--- src/rtl/pipe_hazard_ctrl.sv ---
// -----------------------------------------------------------------------------
// pipe_hazard_ctrl
//
// Hazard and forwarding controller for the RV32 pipeline. It keeps a small
// shift table of the NSTAGES instructions in flight beyond decode. Each entry
// holds valid, write-enable, is-load and destination register. From that
// table it derives:
//   - a per-operand forward select (the youngest matching entry wins),
//   - a decode stall on load-use hazards, which inserts a bubble into entry 1,
//   - a decode squash on redirect, which overrides the stall,
//   - a saturating count of stall cycles.
//
// Ports
//   clk           in   rising-edge clock
//   reset         in   asynchronous, active-low reset
//   dec_valid     in   decode holds a valid instruction
//   dec_rs        in   NSRC source register addresses, operand i at [i*REG_AW +: REG_AW]
//   dec_rs_used   in   operand i is actually read
//   dec_rd        in   destination register of the decode instruction
//   dec_we        in   decode instruction writes the register file
//   dec_is_load   in   decode instruction is a load
//   redirect      in   taken branch/jump resolved in entry 1 this cycle
//   perf_clr      in   synchronous clear of stall_cycles (wins over increment)
//   stall         out  hold PC and decode; bubble into entry 1
//   flush_dec     out  squash the decode instruction
//   fwd_sel       out  per operand: 0 = register file, k = forward from entry k
//   stage_valid   out  valid bit per entry (bit 0 = entry 1)
//   stall_cycles  out  saturating stall-cycle counter
// -----------------------------------------------------------------------------
module pipe_hazard_ctrl #(
    parameter int NSTAGES  = 2,
    parameter int NSRC     = 2,
    parameter int REG_AW   = 5,
    parameter int LOAD_LAT = 1,
    parameter int FSEL_W   = $clog2(NSTAGES + 1)
) (
    input  logic                     clk,
    input  logic                     reset,
    input  logic                     dec_valid,
    input  logic [NSRC*REG_AW-1:0]   dec_rs,
    input  logic [NSRC-1:0]          dec_rs_used,
    input  logic [REG_AW-1:0]        dec_rd,
    input  logic                     dec_we,
    input  logic                     dec_is_load,
    input  logic                     redirect,
    input  logic                     perf_clr,
    output logic                     stall,
    output logic                     flush_dec,
    output logic [NSRC*FSEL_W-1:0]   fwd_sel,
    output logic [NSTAGES-1:0]       stage_valid,
    output logic [31:0]              stall_cycles
);

    // Table storage: index j holds entry j+1 (index 0 = X, last = writeback side).
    logic [NSTAGES-1:0] valid_r;
    logic [NSTAGES-1:0] we_r;
    logic [NSTAGES-1:0] load_r;
    logic [REG_AW-1:0]  rd_r [NSTAGES];
    logic [31:0]        stall_cycles_r;

    logic [FSEL_W-1:0]  op_sel_s [NSRC];
    logic [NSRC-1:0]    op_lu_s;
    logic               stall_s;
    logic               flush_s;
    logic [NSRC*FSEL_W-1:0] fwd_sel_s;

    // An operand matches an entry only for a real read of a non-x0 register
    // that a valid, writing entry targets.
    function automatic logic entry_match(
        input logic              used,
        input logic [REG_AW-1:0] rs,
        input logic              ent_valid,
        input logic              ent_we,
        input logic [REG_AW-1:0] ent_rd
    );
        return used && (rs != '0) && ent_valid && ent_we && (ent_rd == rs);
    endfunction

    // Per-operand match search; scanning oldest to youngest lets the youngest
    // match overwrite, which gives smallest-k priority.
    always_comb begin
        for (int i = 0; i < NSRC; i++) begin
            op_sel_s[i] = '0;
            op_lu_s[i]  = 1'b0;
            for (int k = NSTAGES - 1; k >= 0; k--) begin
                if (entry_match(dec_rs_used[i], dec_rs[i*REG_AW +: REG_AW],
                                valid_r[k], we_r[k], rd_r[k])) begin
                    op_sel_s[i] = FSEL_W'(k + 1);
                    // A load still inside its latency window cannot forward yet.
                    op_lu_s[i]  = load_r[k] && ((k + 1) <= LOAD_LAT);
                end else begin
                    op_sel_s[i] = op_sel_s[i];
                    op_lu_s[i]  = op_lu_s[i];
                end
            end
        end
    end

    // Hazard outputs; everything is forced quiet while reset is held.
    always_comb begin
        fwd_sel_s = '0;
        stall_s   = 1'b0;
        flush_s   = 1'b0;
        if (reset) begin
            for (int i = 0; i < NSRC; i++) begin
                fwd_sel_s[i*FSEL_W +: FSEL_W] = op_sel_s[i];
            end
            // Redirect squashes decode, so a pending load-use no longer matters.
            stall_s = dec_valid && !redirect && (|op_lu_s);
            flush_s = redirect;
        end else begin
            fwd_sel_s = '0;
            stall_s   = 1'b0;
            flush_s   = 1'b0;
        end
    end

    // Table shift: entry 1 takes decode (or a bubble); older entries always advance.
    always_ff @(posedge clk or negedge reset) begin
        if (!reset) begin
            valid_r <= '0;
            we_r    <= '0;
            load_r  <= '0;
            for (int k = 0; k < NSTAGES; k++) begin
                rd_r[k] <= '0;
            end
        end else begin
            valid_r[0] <= dec_valid && !stall_s && !redirect;
            we_r[0]    <= dec_we;
            load_r[0]  <= dec_is_load;
            rd_r[0]    <= dec_rd;
            for (int k = 1; k < NSTAGES; k++) begin
                valid_r[k] <= valid_r[k-1];
                we_r[k]    <= we_r[k-1];
                load_r[k]  <= load_r[k-1];
                rd_r[k]    <= rd_r[k-1];
            end
        end
    end

    // Stall-cycle counter: clear wins over increment; increment saturates.
    always_ff @(posedge clk or negedge reset) begin
        if (!reset) begin
            stall_cycles_r <= 32'd0;
        end else if (perf_clr) begin
            stall_cycles_r <= 32'd0;
        end else if (stall_s && (stall_cycles_r != 32'hFFFF_FFFF)) begin
            stall_cycles_r <= stall_cycles_r + 32'd1;
        end else begin
            stall_cycles_r <= stall_cycles_r;
        end
    end

    assign stall        = stall_s;
    assign flush_dec    = flush_s;
    assign fwd_sel      = fwd_sel_s;
    assign stage_valid  = valid_r;
    assign stall_cycles = stall_cycles_r;

endmodule

--- config.mk ---
export PLATFORM = sky130hd
export DESIGN_NAME = pipe_hazard_ctrl
export DESIGN_NICKNAME = d
export VERILOG_FILES = /design/src/rtl/pipe_hazard_ctrl.sv
export SDC_FILE = /design/constraint.sdc
export NUM_CORES = 1
export LEC_CHECK = 0
export CORE_MARGIN = 2
export CORE_UTILIZATION = 40
export CTS_CLUSTER_SIZE = 16
export DETAILED_ROUTE_END_ITERATION = 8
export DONT_BUFFER_PORTS = 1
export PLACE_DENSITY = 0.54
export SYNTH_ARGS = -nofsm -noshare
export SYNTH_HDL_FRONTEND = slang
export SYNTH_SLANG_ARGS = --single-unit
--- constraint.sdc ---
create_clock -name clk -period 2.05 [get_ports clk]
set_input_delay 0.5125 -clock clk [delete_from_list [all_inputs] [get_ports clk]]
set_output_delay 0.5125 -clock clk [all_outputs]
set_load 0.02 [all_outputs]
==> metrics.md, run 1 <==
| Metric | Value |
|---|---|
| Via count | `around 2.6k` |
| Worst reg-to-reg setup slack | `-0.42 ns` |
| Worst-Skew Late Latency | `between 0.3 and 0.4 ns` |
| Die Ht | `84.47 um` |
| Met3 Use GR | `4.818%` |
| Clock slew seen by the registers of the worst setup and hold paths | `0.10 ns` |
| Routed length per instance | `around 19 um` |
| Final Cycle Share | `123.6%` |
| Area Overhead vs Synth | `54.88%` |
| Top FF cell, synth | `dfrtp_1` |
| Worst min path class | `in2async` |
| VDD IR max | `321.3 uV` |
| Max-Cap Viols | `0` |
| Synth area leaders | `dfrtp_1, or4_1, xnor2_1` |
| Headroom to the max-slew limit | `77.52%` |
| Rows | `29` |
| Syn Std Cell Area | `2590 sq um` |
| Setup slack after layout | `-0.4839 ns` |
| Measured slew at the worst slew-check pin | `0.3341 ns` |
| Crit start category | `register` |
| Number of enable flip-flop cells after synthesis | `0` |
| RSZ-0062 raised after global routing | `yes` |
| Post-synthesis sequential area ratio | `45.41%` |
| Count of pins over their slew limit | `0` |
| Initial DRC count | `198` |
| Clock share of power | `40.8%` |
| Inserted Diodes | `0` |
| Final Skew | `0.008931 ns` |
| Final worst path period need | `2.534 ns` |
| Routability cong. | `0.8801` |
| Vias in the first global route | `around 2.7k` |
| Seq cells post-synth | `47` |
| Average size of a mapped cell | `9.774 sq um` |
| # setup viols final | `37` |
| Layout filler cell count | `514` |
| Largest net degree at the start of global routing | `48` |
| Fin Setup TNS | `-11.34 ns` |
| Core ar. | `6314 sq um` |
| Register-to-Register Path Depth | `8` |
| Sw Pwr | `about 0.44 mW` |
| Total gr overflow | `0` |
| Met2 Resource Use GR | `39.18%` |
| I/O pin total | `64` |
| Status | `finished, violations left` |
| R2R Path End | `stall_cycles[2]` |
| Clock sinks | `47` |
| Critical path type | `reg2out` |
| Critical Path RT | `1.54 ns` |
| Clk buf depth | `2` |
| P_int | `1.372 mW` |
| Overall die area | `~7000 sq um` |
| Pwr Density | `between 400 and 500 nW/um^2` |
| Final Hold Vio Count | `0` |
| DR pass1 iterations | `5` |
| Failing checks | `negative setup slack` |
| Reg power frac | `52.8%` |
| Average via count per standard cell | `5.905` |
| R2R Path Start | `rd_r[8]` |
| Die W | `84.47 um` |
| Drt total wl | `8.161 mm` |
| Max Clk Rate | `roughly 0.39 GHz` |
| Post-synth ARST share | `100.0%` |
| TritonCTS clock tree | `yes` |
| Arrival @ worst endpoint | `2.02 ns` |
| Fraction of layout cells with a size suffix above 1 | `between 50% and 60%` |
| Syn nets | `290` |
| Largest area contributor in the netlist | `dfrtp_1` |
| First-pass GRT wire length | `13.24 mm` |
| Sw Ratio | `24.07%` |
| CTS root buf | `clkbuf_8` |
| Post-route DRC | `0` |
| # port buffers | `0` |
| Total power | `1.807 mW` |
| Synth top area share | `~45%` |
| Pleak | `1.668 nW` |
| Initial antenna violation count | `0` |
| H-Tree Depth | `2` |
| Starting density of the core | `41.02%` |
| Worst-path fanout max | `3` |
| DRT antenna net count | `0` |
| Routing usage on met1 | `31.10%` |
| Logic gate share of total power | `between 6 and 7%` |
| Hpwl dp | `5.267 mm` |
| Inserted Clock Buffers | `5` |
| Gate Count Post-Synth | `265` |
| GRT Total Usage | `23.20%` |
| Busiest grt layer | `met2` |
| Synth unique cells | `40` |
| Synth warnings | `0` |
| Nets | `380` |
| CP endpoint kind | `output pin` |
cell type report:
cell class	instances	area [sq um]	share of cell area, %
inverter	8	32.53	0.8110
clock buffer	5	68.82	1.716
clock inverter	3	47.55	1.185
sequential	47	1177	29.35
multi-input combinational	197	1685	42.02
timing repair buffer	96	903.4	22.52
tap	77	96.34	2.402
power groups by stage:
| stage | logic [mW] | registers (mW) | clock network, mW |
|---|---|---|---|
| floorplan | 0.0591 | 0.974 | 0 |
| global placement | 0.0644 | 0.974 | 0 |
| detailed placement | 0.0654 | 0.974 | 0 |
| CTS | 0.107 | 0.952 | 0.733 |
| global route | 0.128 | 0.956 | 0.778 |
| finish | 0.116 | 0.954 | 0.737 |
per-layer routing:
metal  vias up  share of wire, %
met5         -                 0
met4         0               1.6
met3        18               5.4
met2        70                50
met1      1286                43
li1       1183                 -
per-stage QoR:
| step | instances | instance area [sq um] | setup WS [ns] | hold WS, ns | utilization (%) |
|---|---|---|---|---|---|
| after floorplan | 265 | 2680 | -0.2902 | 0.2169 | - |
| after global placement | 405 | 3312 | -0.4309 | 0.2183 | 52.46 |
| after detailed placement | 405 | 3312 | -0.4226 | 0.2180 | 52.46 |
| after CTS | 431 | 3801 | -0.5024 | 0.05493 | 60.21 |
| after global routing | 433 | 4011 | -0.5612 | 0.04345 | 63.54 |
| final | 433 | 4011 | -0.4839 | 0.03395 | 63.54 |
critical path, stage by stage, from the launching register on:
cell	delay, ns
dfrtp_2	0.44
xnor2_2	0.13
nand4_1	0.17
or4_4	0.53
buf_6	0.14
buf_6	0.11
nor2_4	0.07
buf_6	0.12
state kept, by name, summed over array words and instances (netlist names):
signal / cells
we_r: 2
stall_cycles: 32
stage_valid: 2
rd_r: 10
load_r: 1
Yosys cell counts (2+ instances only):
| library cell | n |
|---|---|
| dfrtp_1 | 47 |
| a21oi_1 | 21 |
| nor2_1 | 21 |
| or4_1 | 20 |
| o31ai_1 | 16 |
| xnor2_1 | 15 |
| nand3_1 | 13 |
| nand4_1 | 11 |
| and3_1 | 9 |
| nand2_1 | 9 |
| clkbuf_1 | 8 |
| xor2_1 | 8 |
| inv_1 | 7 |
| nor2b_1 | 7 |
| and4_1 | 5 |
| nor4_1 | 5 |
| mux2_1 | 4 |
| a311oi_1 | 3 |
| a41o_1 | 3 |
| and2_1 | 3 |
| a211oi_1 | 2 |
| buf_2 | 2 |
| buf_6 | 2 |
| mux2_2 | 2 |
| nor3_1 | 2 |
| nor4b_2 | 2 |
| o21ai_0 | 2 |
| o21ai_1 | 2 |
| or2_2 | 2 |
| or3_1 | 2 |
worst max-delay path by stage:
stage                    from  cells after the start               end
finish                rd_r[8]                      7        fwd_sel[0]
global route          rd_r[5]                      7        fwd_sel[0]
CTS                   rd_r[8]                      7        fwd_sel[0]
detailed placement  dec_rs[0]                      7  stall_cycles[20]
global placement    dec_rs[0]                      7  stall_cycles[22]
floorplan           dec_rs[7]                      8  stall_cycles[10]
kinds of logic after synthesis:
family	synth area share [%]
and+or+nand+nor	26.38
buffers and inverters	3.720
muxes	2.609
adders and majority gates	0.4830
DFF	45.41
AOI/OAI and AO/OA	13.62
xor gates and xnor gates	7.778
cell usage in the layout, fill, tap and decap left out, types with 3 or more instances in the layout:
cell | Yosys | final
buf_4 | 0 | 73
dfrtp_1 | 47 | 46
nor2_1 | 21 | 20
a21oi_2 | 0 | 17
or4_4 | 0 | 16
buf_6 | 2 | 14
nand3_1 | 13 | 12
nand4_1 | 11 | 11
o31ai_1 | 16 | 10
nand2_1 | 9 | 9
xnor2_2 | 0 | 8
xor2_1 | 8 | 8
and3_1 | 9 | 8
inv_1 | 7 | 7
xnor2_1 | 15 | 7
nor2b_1 | 7 | 7
mux2_4 | 0 | 6
o31ai_2 | 0 | 5
clkbuf_8 | 0 | 5
buf_12 | 0 | 5
or4_1 | 20 | 4
nor4_1 | 5 | 3
and4_4 | 0 | 3
a311oi_1 | 3 | 3
a41o_1 | 3 | 3
a21oi_1 | 21 | 3
buf_16 | 0 | 3
repair_timing:
action | CTS | global route
hold buffers | 1 | 0
pin swaps | 18 | 21
buffers inserted | 14 | 4
gates resized for setup | 42 | 50
hold endpoints to repair | 47 | 0
setup endpoints to repair | 38 | 38
cloned | 3 | 0
No activity file was read; power rests on OpenSTA's default activity.
==> inputs of run 2 (changes only) <==
--- a/config.mk
+++ b/config.mk
@@ -11,6 +11,7 @@
 export DETAILED_ROUTE_END_ITERATION = 8
 export DONT_BUFFER_PORTS = 1
 export PLACE_DENSITY = 0.54
+export REMOVE_ABC_BUFFERS = 1
 export SYNTH_ARGS = -nofsm -noshare
 export SYNTH_HDL_FRONTEND = slang
 export SYNTH_SLANG_ARGS = --single-unit
==> metrics.md, run 2 (synthesized netlist as in run 1, its figures left out) <==
| Metric | Value |
|---|---|
| Logic gate share of total power | `5.9%` |
| Critical-path cell list | `xnor2_1 -> nand4_1 -> or4_4 -> a21o_4 -> inv_6 -> buf_12` |
| Nets | `between 300 and 400` |
| Largest net degree at the start of global routing | `48` |
| Clk buf depth | `2` |
| Via count | `~2.4k` |
| Crit start category | `register` |
| Headroom to the max-slew limit | `75.86%` |
| Rows | `29` |
| Most common cell after layout, fill and taps aside | `buf_4` |
| CP endpoint kind | `output pin` |
| Max-Cap Viols | `0` |
| Pleak | `1.538 nW` |
| Routability cong. | `0.8640` |
| R2R Path End | `stall_cycles[21]` |
| Total power | `about 1.7 mW` |
| Peak per-stage delay on the critical path | `about 0.52 ns` |
| Failing checks | `negative setup slack` |
| Inserted Diodes | `0` |
| Initial antenna violation count | `0` |
| P_int | `between 1 and 1.5 mW` |
| Register-to-Register Path Depth | `8` |
| Worst min path class | `in2async` |
| Measured slew at the worst slew-check pin | `around 0.36 ns` |
| Area Overhead vs Synth | `44.40%` |
| Fraction of layout cells with a size suffix above 1 | `41.50%` |
| Post-route DRC | `0` |
| Busiest grt layer | `met2` |
| Die W | `between 80 and 90 um` |
| Worst reg-to-reg setup slack | `-0.45 ns` |
| Inserted Clock Buffers | `5` |
| Reg power frac | `57.5%` |
| TritonCTS clock tree | `yes` |
| Max Clk Rate | `between 0.3 and 0.4 GHz` |
| Vias in the first global route | `2394` |
| Slowest stage cell, crit path | `or4_4` |
| Overall die area | `7134 sq um` |
| Initial DRC count | `121` |
| Setup slack after layout | `-0.4759 ns` |
| Clock share of power | `between 30% and 40%` |
| Routing usage on met1 | `between 20% and 30%` |
| Finished Layout Cells | `424` |
| VDD IR max | `210.9 uV` |
| Worst-Skew Late Latency | `0.31 ns` |
| Total gr overflow | `0` |
| DP Area | `between 3000 and 4000 sq um` |
| Most frequent cells in the layout | `buf_4, dfrtp_1, nor2_1` |
| Post-route cell area | `3740 sq um` |
| Drt total wl | `7.535 mm` |
| Die Ht | `84.47 um` |
| CP top delay family | `simple AND/OR/NAND/NOR gates` |
| Routed length per instance | `~18 um` |
| Placed cells | `400` |
| Final Skew | `0.009358 ns` |
| Final Cycle Share | `123.2%` |
| First-pass GRT wire length | `12.14 mm` |
| GRT Total Usage | `21.41%` |
| I/O pin total | `64` |
| Critical Path RT | `1.54 ns` |
| R2R Path Start | `rd_r[7]` |
| RSZ-0062 raised after global routing | `yes` |
| Met2 Resource Use GR | `33.77%` |
| Arrival @ worst endpoint | `between 2 and 2.5 ns` |
| Final Hold Vio Count | `0` |
| Average via count per standard cell | `5.627` |
| Sw Ratio | `23.71%` |
| Bufs and invs on worst path | `2` |
| DR pass1 iterations | `4` |
| DRT antenna net count | `0` |
| Max reg flops | `32` |
| # port buffers | `0` |
| Status | `finished, violations left` |
| H-Tree Depth | `2` |
| Clock sinks | `47` |
| Clock slew seen by the registers of the worst setup and hold paths | `0.09 ns` |
| Final worst path period need | `between 2 and 3 ns` |
| Sw Pwr | `0.3934 mW` |
| # setup viols final | `36` |
| Starting density of the core | `approximately two fifths` |
| Pwr Density | `443.7 nW/um^2` |
| Met3 Use GR | `about 5.4%` |
| Worst-path fanout max | `5` |
| CTS root buf | `clkbuf_8` |
| Hpwl dp | `approximately 4.9 mm` |
| Critical path type | `reg2out` |
| Core ar. | `6314 sq um` |
| Count of pins over their slew limit | `0` |
run 2: worst max-delay path by stage:
stage                     slack [ns]  startpoint  depth (start not counted)          endpoint
after global routing           -0.58     rd_r[7]                          6             stall
final                          -0.48     rd_r[7]                          6             stall
after detailed placement       -0.49   dec_rs[2]                          7  stall_cycles[12]
after CTS                      -0.47     rd_r[7]                          6             stall
after global placement         -0.45   dec_rs[0]                          7  stall_cycles[12]
after floorplan                -0.87   dec_rs[6]                          7  stall_cycles[26]
run 2: cell type report:
type	count	area, sq um
Fill cell	566	2574
Sequential cell	47	1176
Clock inverter	1	8.758
Tap cell	77	96.34
Multi-Input combinational cell	197	1577
Timing Repair Buffer	87	760.7
Inverter	8	35.03
Clock buffer	7	86.33
run 2: through the flow:
step	worst slack, ns	hold WS (ns)	setup TNS [ns]	utilization (%)
after floorplan	-0.8662	0.2169	-17.03	-
after global placement	-0.4452	0.2183	-12.43	50.34
after detailed placement	-0.4887	0.2188	-13.13	50.34
after CTS	-0.4656	0.05399	-11.27	57.15
after global routing	-0.5837	0.05088	-15.56	59.24
final	-0.4759	0.04629	-11.50	59.24
run 2: metal layers:
| layer | share of wire (%) | vias to the layer above |
|---|---|---|
| li1 | - | 1163 |
| met1 | 46 | 1165 |
| met2 | 49 | 53 |
| met3 | 5.0 | 5 |
| met4 | 0.81 | 0 |
| met5 | 0 | - |
run 2: worst reg2reg max path, stage by stage (launching register included):
cell,delay [ns]
dfrtp_1,0.43
xnor2_1,0.18
nand4_1,0.13
or4_4,0.52
a21o_4,0.26
buf_4,0.15
buf_6,0.13
or4_4,0.50
a21oi_2,0.13
run 2: power groups by stage:
stage | clock (mW) | combinational, mW | sequential [mW]
floorplan | 0 | 0.0436 | 0.973
global placement | 0 | 0.0601 | 0.973
detailed placement | 0 | 0.0614 | 0.973
CTS | 0.614 | 0.0934 | 0.955
global route | 0.654 | 0.108 | 0.957
finish | 0.607 | 0.0978 | 0.955
run 2: timing repair:
action	CTS	global route
setup endpoints to repair	37	38
gates cloned	3	1
pin swaps	35	15
resized for setup	38	38
setup buffers	11	6
hold buffers	1	0
hold endpoints to repair	47	0
==> inputs of run 3 (changes only) <==
==> constraint.sdc (replaced) <==
create_clock -name clk -period 2.3 [get_ports clk]
set_input_delay 0.575 -clock clk [delete_from_list [all_inputs] [get_ports clk]]
set_output_delay 0.575 -clock clk [all_outputs]
set_load 0.02 [all_outputs]
==> metrics.md, run 3 (synthesized netlist as in run 1, its figures left out) <==
| Metric | Value |
|---|---|
| RSZ-0062 raised after global routing | `yes` |
| Worst-Skew Late Latency | `0.31 ns` |
| Total gr overflow | `0` |
| Pwr Density | `418.2 nW/um^2` |
| Status | `finished, violations left` |
| Drt total wl | `approximately 7.2 mm` |
| Vias in the first global route | `2424` |
| Worst slack at placement | `-0.3124 ns` |
| Final Core Density | `between 50% and 60%` |
| Critical Path RT | `1.73 ns` |
| Starting density of the core | `41.02%` |
| Final Skew | `between 0.015 and 0.02 ns` |
| Clk buf depth | `2` |
| CTS root buf | `clkbuf_8` |
| Post-route cell area | `3513 sq um` |
| Critical path type | `reg2out` |
| Largest net degree at the start of global routing | `48` |
| TritonCTS clock tree | `yes` |
| Final Cycle Share | `110.8%` |
| Hpwl dp | `4.868 mm` |
| Sw Ratio | `23.34%` |
| Clock sinks | `47` |
| # setup viols final | `28` |
| Setup slack after layout | `-0.2494 ns` |
| DP Area | `3110 sq um` |
| Reg power frac | `between 50 and 60%` |
| Clock slew seen by the registers of the worst setup and hold paths | `0.10 ns` |
| Average via count per standard cell | `5.765` |
| Clock share of power | `a little over a third` |
| P_int | `between 1 and 1.5 mW` |
| CP endpoint kind | `output pin` |
| Core ar. | `6314 sq um` |
| Fin Setup TNS | `-4.202 ns` |
| Critical-path cell list | `xnor2_1 -> nand4_1 -> or4_4 -> a21o_4 -> inv_8 -> buf_12` |
| CP top delay family | `simple AND/OR/NAND/NOR gates` |
| Most common cell after layout, fill and taps aside | `buf_4` |
| Bufs and invs on worst path | `2` |
| First-pass GRT wire length | `12.09 mm` |
| Inserted Clock Buffers | `5` |
| Placed cells | `391` |
| Worst min path class | `in2async` |
| Routed length per instance | `17.63 um` |
| H-Tree Depth | `2` |
| Inserted Diodes | `0` |
| DRT antenna net count | `0` |
| Via count | `2358` |
| Headroom to the max-slew limit | `between 60% and 70%` |
| Area Overhead vs Synth | `35.65%` |
| Peak per-stage delay on the critical path | `between 0.5 and 0.6 ns` |
| Hold Slack | `0.09395 ns` |
| Rows | `29` |
| Max-Cap Viols | `0` |
| Total power | `1.469 mW` |
| Routability cong. | `0.8744` |
| Initial antenna violation count | `0` |
| Arrival @ worst endpoint | `1.97 ns` |
| Die W | `between 80 and 90 um` |
| Final worst path period need | `2.549 ns` |
| DR pass1 iterations | `4` |
| Fraction of layout cells with a size suffix above 1 | `37.35%` |
| Crit start category | `register` |
| Slowest stage cell, crit path | `or4_4` |
| # port buffers | `0` |
| Finished Layout Cells | `409` |
| Overall die area | `7134 sq um` |
| Worst-path fanout max | `3` |
| Sw Pwr | `0.3429 mW` |
| Most frequent cells in the layout | `buf_4, dfrtp_1, nor2_1` |
| GRT Total Usage | `around a fifth` |
| Pleak | `1.432 nW` |
| Post-route DRC | `0` |
| Measured slew at the worst slew-check pin | `0.4982 ns` |
| Final Hold Vio Count | `0` |
| Count of pins over their slew limit | `0` |
| Max reg flops | `32` |
| VDD IR max | `between 200 and 300 uV` |
| Nets | `around 360` |
| I/O pin total | `64` |
| Die Ht | `approximately 84 um` |
| Initial DRC count | `roughly 160` |
| Failing checks | `negative setup slack` |
| Max Clk Rate | `a little under 0.4 GHz` |
| Logic gate share of total power | `5.8%` |
run 3: cell count changes in the layout (fill, tap and decap cells not counted), moves of 2 or more:
cell | previous run | this run
a21oi_2 | 8 | 10
a211oi_1 | 0 | 2
o31ai_4 | 3 | 0
a21oi_1 | 12 | 10
or4_1 | 11 | 14
buf_4 | 71 | 63
or4_4 | 9 | 6
buf_6 | 12 | 6
o31ai_1 | 13 | 15
run 3: power groups by stage:
stage | combinational [mW] | sequential, mW | clock, mW
floorplan | 0.0388 | 0.867 | 0
global placement | 0.0539 | 0.868 | 0
detailed placement | 0.0543 | 0.868 | 0
CTS | 0.0845 | 0.851 | 0.547
global route | 0.0940 | 0.853 | 0.585
finish | 0.0846 | 0.851 | 0.533
run 3: metal layers:
layer | vias to the layer above | routed length (um) | global-route usage (%)
li1 | 1132 | - | -
met4 | 0 | 80 | 4.618
met2 | 73 | 3373 | 34.20
met1 | 1145 | 3273 | 28.27
met3 | 8 | 484 | 5.506
met5 | - | 0 | 0
run 3: layout make-up:
class	count	area (sq um)
Clock buffer	7	86.33
Clock inverter	1	8.758
Fill cell	578	2800
Inverter	8	37.54
Multi-Input combinational cell	197	1515
Sequential cell	47	1176
Tap cell	77	96.34
Timing Repair Buffer	72	593.1
run 3: final timing paths:
check                         from          endpoint  slack, ns  depth (start not counted)
setup / recovery           rd_r[5]             stall      -0.25                          6
hold / removal               reset  stall_cycles[29]       0.09                          1
setup reg to reg           rd_r[5]   stall_cycles[3]      -0.21                          7
hold reg to reg            we_r[0]           we_r[1]       0.40                          0
max in group asynchronous    reset           rd_r[9]       1.97                          1
min in group clk            dec_we           we_r[0]       0.29                          0
run 3: what timing repair did:
item                                   4_1_cts  5_1_grt
pin swaps                                   26        9
resized for setup                           25       30
cloned                                       1        0
endpoints found under the hold margin       47        0
buffers inserted                             9        3
setup endpoints to repair                   31       35
hold buffers                                 1        0
